### src/rtl/uart_tx_fifo.sv
// ============================================================================
// uart_tx_fifo : byte FIFO feeding a UART transmitter via tx_start/tx_busy
// Rev 1.0
// ============================================================================
`default_nettype none

module uart_tx_fifo #(
  parameter int DEPTH  = 16,
  parameter int ADDR_W = 4
) (
  input  logic              clk,
  input  logic              rst_n,
  input  logic              wr_en,
  input  logic [7:0]        wr_data,
  output logic              full,
  output logic              empty,
  output logic [ADDR_W:0]   count,
  output logic              overflow,
  output logic              tx_start,
  output logic [7:0]        tx_data,
  input  logic              tx_busy,
  output logic              idle
);

  localparam logic [1:0] S_IDLE      = 2'd0;
  localparam logic [1:0] S_LAUNCH    = 2'd1;
  localparam logic [1:0] S_WAIT_BUSY = 2'd2;
  localparam logic [1:0] S_WAIT_DONE = 2'd3;

  localparam logic [ADDR_W:0] DEPTH_CNT  = (ADDR_W+1)'(DEPTH);
  localparam logic [1:0]      GUARD_LAST = 2'd3;

  logic [7:0]        mem_q [DEPTH];
  logic [ADDR_W-1:0] wr_ptr_q, wr_ptr_d;
  logic [ADDR_W-1:0] rd_ptr_q, rd_ptr_d;
  logic [ADDR_W:0]   count_q, count_d;
  logic [1:0]        state_q, state_d;
  logic [1:0]        guard_q, guard_d;
  logic              overflow_q, overflow_d;
  logic              tx_start_q, tx_start_d;
  logic [7:0]        tx_data_q, tx_data_d;
  logic              pop;
  logic              wr_accept;

  // Flags come straight from the registered count, so wr_en never glitches them.
  assign full     = (count_q == DEPTH_CNT);
  assign empty    = (count_q == '0);
  assign count    = count_q;
  assign overflow = overflow_q;
  assign tx_start = tx_start_q;
  assign tx_data  = tx_data_q;
  assign idle     = empty && (state_q == S_IDLE);

  always_ff @(posedge clk or negedge rst_n) begin
    if (!rst_n) begin
      state_q    <= S_IDLE;
      guard_q    <= '0;
      wr_ptr_q   <= '0;
      rd_ptr_q   <= '0;
      count_q    <= '0;
      overflow_q <= 1'b0;
      tx_start_q <= 1'b0;
      tx_data_q  <= 8'h00;
    end else begin
      state_q    <= state_d;
      guard_q    <= guard_d;
      wr_ptr_q   <= wr_ptr_d;
      rd_ptr_q   <= rd_ptr_d;
      count_q    <= count_d;
      overflow_q <= overflow_d;
      tx_start_q <= tx_start_d;
      tx_data_q  <= tx_data_d;
    end
  end

  always_ff @(posedge clk) begin
    if (wr_accept) mem_q[wr_ptr_q] <= wr_data;
  end

  always_comb begin
    state_d = state_q;
    guard_d = guard_q;
    pop     = 1'b0;
    case (state_q)
      S_IDLE: begin
        if (!empty && !tx_busy) begin
          pop     = 1'b1;
          state_d = S_LAUNCH;
        end
      end
      S_LAUNCH: begin
        state_d = S_WAIT_BUSY;
        guard_d = '0;
      end
      S_WAIT_BUSY: begin
        // A transmitter that never acknowledges must not wedge the queue.
        if (tx_busy)                  state_d = S_WAIT_DONE;
        else if (guard_q == GUARD_LAST) state_d = S_IDLE;
        else                          guard_d = guard_q + 2'd1;
      end
      S_WAIT_DONE: begin
        if (!tx_busy) state_d = S_IDLE;
      end
      default: state_d = S_IDLE;
    endcase
  end

  always_comb begin
    tx_start_d = (state_d == S_LAUNCH);
    // A pop in the same cycle frees a slot, so a write while full still lands.
    wr_accept  = wr_en && (!full || pop);
    overflow_d = wr_en && !wr_accept;
    wr_ptr_d   = wr_accept ? wr_ptr_q + ADDR_W'(1) : wr_ptr_q;
    rd_ptr_d   = pop ? rd_ptr_q + ADDR_W'(1) : rd_ptr_q;
    tx_data_d  = pop ? mem_q[rd_ptr_q] : tx_data_q;
    case ({wr_accept, pop})
      2'b10:   count_d = count_q + (ADDR_W+1)'(1);
      2'b01:   count_d = count_q - (ADDR_W+1)'(1);
      default: count_d = count_q;
    endcase
  end

endmodule

`default_nettype wire

### config.mk
export PLATFORM = sky130hd
export DESIGN_NAME = uart_tx_fifo
export DESIGN_NICKNAME = d
export VERILOG_FILES = /design/src/rtl/uart_tx_fifo.sv
export SDC_FILE = /design/constraint.sdc
export NUM_CORES = 1
export LEC_CHECK = 0
export ABC_AREA = 1
export BUFFER_PORTS_ARGS = -buffer_cell sky130_fd_sc_hd__buf_2
export CAP_MARGIN = 15
export CORE_MARGIN = 5
export CORE_UTILIZATION = 45
export CTS_BUF_LIST = sky130_fd_sc_hd__clkbuf_4
export DETAILED_ROUTE_END_ITERATION = 10
export GPL_TIMING_DRIVEN = 1
export PLACE_DENSITY_LB_ADDON = 0.2
export SLEW_MARGIN = 30
export SYNTH_ARGS = -nofsm -noshare
export SYNTH_HDL_FRONTEND = slang
export SYNTH_SLANG_ARGS = --single-unit
### constraint.sdc
create_clock -name clk -period 2.15 [get_ports clk]
set_input_delay 0.43 -clock clk [delete_from_list [all_inputs] [get_ports clk]]
set_output_delay 0.43 -clock clk [all_outputs]
set_load 0.005 [all_outputs]
==> metrics.md <==
| Metric | Value |
|---|---|
| First-pass GRT wire length | about 25 mm |
| Critical path peak fanout | 5 |
| Initial antenna violation count | 0 |
| DRC errors left | 0 |
| Startpoint Class | flip-flop |
| WL final | between 15 and 20 mm |
| Die Ht | about 130 um |
| CP bufs+invs | 4 |
| Arrival time worst endpoint | around 2.7 ns |
| N_diodes | 0 |
| RSZ-0062 raised after global routing | true |
| Commonest non-fill, non-tap cell in the layout | nand2_1 |
| Nets | around 780 |
| Worst vdd ir | between 500 and 600 uV |
| Dpl cell area | approximately 7500 um2 |
| Final Slew Violations | 0 |
| Synth warn | 0 |
| GRT Total Usage | 18.4% |
| Cell chosen for the clock root | clkbuf_4 |
| Area growth, synth to finish | 13.0% |
| FMAX | roughly 470 MHz |
| Vias | approximately 4700 |
| DP Wirelength | 10.2 mm |
| Critical Path Max Stage Delay | 0.41 ns |
| Synthesized area | between 6000 and 7000 um2 |
| CP Data Required Time | approximately 2.7 ns |
| Post-route clock skew | approximately 0.022 ns |
| Largest net degree at the start of global routing | 53 |
| Layout cells sized above 1 | ~15% |
| Vias per inst | between 4 and 5 |
| CTS Buf Count | 17 |
| Most used cell along the critical path | nand2_1 |
| Finished Cell Area | between 7000 and 8000 um2 |
| Filler cells | 1423 |
| Min Tclk post-route | roughly 2.1 ns |
| Max-Cap Viols | 0 |
| Worst setup EP type | flip-flop |
| Worst path cell trace | nor2_2 > nand2_2 > nor2_4 > inv_2 > nand2_4 > inv_2 > ha_4 > ha_1 > inv_1 > o21bai_1 > inv_1 > nand2_1 > xor2_1 > nand2_1 > nand2_1 |
| Critical-path top delay cell | dfrtp_1 |
| Hold crit path type | in -> reg |
| Syn Nets | about 720 |
| Placer congestion estimate | 0.785 |
| Crit-path leading delay family | simple AND/OR/NAND/NOR gates |
| Row cnt | 45 |
| Pwr Density | around 1200 nW/um2 |
| Core outline area | about 15000 um2 |
| Status | finished clean |
| Final period util | about 100% |
| Post-route ant nets | 0 |
| Worst-path clk slew | 0.12 ns |
| CTS Sinks | ~160 |
| Worst slew margin | just over 60% |
| Final Setup Violations | 0 |
| Setup ws final | roughly 0.005 ns |
| Max Buffers Root-to-Sink | 2 |
| Setup TNS | 0 ns |
| Syn Inst Count | between 700 and 800 |
| Io pins | 30 |
| Die width | ~130 um |
| Starting DRT DRC Count | 383 |
| Yosys reg bits | between 150 and 200 |
| DRT Pass-1 Iters | 5 |
| Die area | ~18000 um2 |
| Clock latency on the worst-skew pair | around 0.55 ns |
| Number of global-route vias before repair | 4658 |
| Cell variety after synth | 29 |
| Gr ovfl total | 0 |
| Worst slew pin tran | a little under 0.6 ns |
| CTS tree | done |
| Most frequent cells in the layout | nand2_1 (224), edfxtp_1 (128), inv_1 (121), nand3_1 (104), buf_4 (35) |
| Sequential cell area fraction in the yosys report | 64.7% |
| Final Hold Viols | 0 |
| Place WS | about 0.0030 ns |
| Initial cell density of the core | a little under half |
| IO buf count | 29 |
| Synthesized area per cell | 9.95 um2 |
| Routed wire per std cell | about 16 um |
| Leak | 3.59 nW |
| Number of H-tree levels | 4 |
| Crit Path Class | reg -> reg |
-- flip-flops by register name, summed over array words and instances, names as in the netlist --
register	count
mem_q	128
tx_data	8
count	5
rd_ptr_q	4
wr_ptr_q	4
guard_q	2
state_q	2
overflow	1
tx_start	1
-- final cells by class --
cell class | count | area [um2] | share of cell area (%)
Clock inverter | 12 | 179 | 2.27
Multi-Input combinational cell | 391 | 1870 | 23.8
Sequential cell | 155 | 4520 | 57.3
Clock buffer | 18 | 135 | 1.71
Inverter | 127 | 477 | 6.04
Tap cell | 188 | 235 | 2.98
Timing Repair Buffer | 68 | 469 | 5.95
-- cells in the mapped netlist --
| cell type | count | area, um2 |
|---|---|---|
| a21boi_0 | 1 | 7.51 |
| a21oi_1 | 1 | 5.00 |
| a31oi_1 | 1 | 6.26 |
| buf_1 | 1 | 3.75 |
| buf_2 | 19 | 95.1 |
| buf_4 | 4 | 30.0 |
| buf_6 | 2 | 22.5 |
| clkbuf_1 | 3 | 11.3 |
| clkinv_1 | 1 | 3.75 |
| dfrtp_1 | 27 | 676 |
| edfxtp_1 | 128 | 3840 |
| ha_1 | 10 | 125 |
| inv_1 | 123 | 462 |
| inv_2 | 3 | 11.3 |
| nand2_1 | 225 | 845 |
| nand2_2 | 1 | 6.26 |
| nand2_4 | 3 | 33.8 |
| nand3_1 | 105 | 526 |
| nand4_1 | 2 | 12.5 |
| nor2_1 | 5 | 18.8 |
| nor2_2 | 2 | 12.5 |
| nor2_4 | 2 | 22.5 |
| nor3_1 | 16 | 80.1 |
| o21ai_0 | 5 | 25.0 |
| o21ai_1 | 1 | 5.00 |
| o21bai_1 | 1 | 7.51 |
| o22ai_1 | 1 | 6.26 |
| xnor2_1 | 2 | 17.5 |
| xor2_1 | 7 | 61.3 |
-- path summary, 6_finish.rpt --
check                           start     endpoint  slack [ns]  depth (start not counted)
setup / recovery             count[2]     count[4]       0.005                         15
hold / removal                  wr_en     overflow        0.13                          3
setup reg to reg             count[2]     count[4]       0.005                         15
hold reg to reg            tx_data[0]   tx_data[0]        0.50                          2
max in group asynchronous       rst_n  rd_ptr_q[0]        1.32                          2
min in group asynchronous       rst_n     count[4]        0.40                          2
-- layer usage --
metal / track usage, % / vias up / part of all wire [%]
met5: 0 / - / 0
met4: 6.11 / 0 / 1.8
met3: 3.76 / 21 / 4.7
met2: 30.6 / 118 / 50
met1: 24.1 / 2237 / 43
li1: - / 2355 / -
-- worst register-to-register path, cell delays in order, from the launching register on --
cell and delay [ns]:
dfrtp_1 0.41, nor2_2 0.13, nand2_2 0.09, nor2_4 0.12, inv_2 0.06, nand2_4 0.09, inv_2 0.06, ha_4 0.18
ha_1 0.33, inv_1 0.08, o21bai_1 0.17, inv_1 0.07, nand2_1 0.07, xor2_1 0.14, nand2_1 0.06, nand2_1 0.06
-- stage by stage --
step / instances / power, W / hold WS [ns] / utilization [%]
floorplan: 702 / 0.00626 / 0.134 / -
global route: 959 / 0.0102 / 0.0932 / 51.9
global placement: 922 / 0.00740 / 0.467 / 49.2
CTS: 953 / 0.00945 / 0.0792 / 51.4
finish: 959 / 0.00948 / 0.134 / 51.9
detailed placement: 922 / 0.00749 / 0.470 / 49.2
-- power breakdown --
group	total [W]	internal (W)	switching (W)	leakage, nW
Sequential	0.00396	0.00367	0.000286	1.49
Combinational	0.00357	0.00125	0.00232	1.93
Clock	0.00195	0.00102	0.000936	0.169
Total	0.00948	0.00594	0.00354	3.59
-- logic make-up (layout without fill, tap and decap cells) --
logic type               after synthesis  count (layout)  synth area share, %
AND/OR/NAND/NOR                      361             361                 22.3
AO/OA/AOI/OAI                         11              11                0.896
flip-flops                           155             155                 64.7
adder cells (fa/ha/maj)               10              10                 1.79
buffers and inverters                156             225                 9.16
XOR/XNOR                               9               9                 1.13
-- repair_timing --
action,4_1_cts,5_1_grt
hold buffers,1,0
gates resized for setup,1,11
setup buffers,0,6
hold endpoints to repair,27,0
setup endpoints to repair,1,3
pin swaps,0,12
Note: power is estimated with default switching activity, not from simulation.
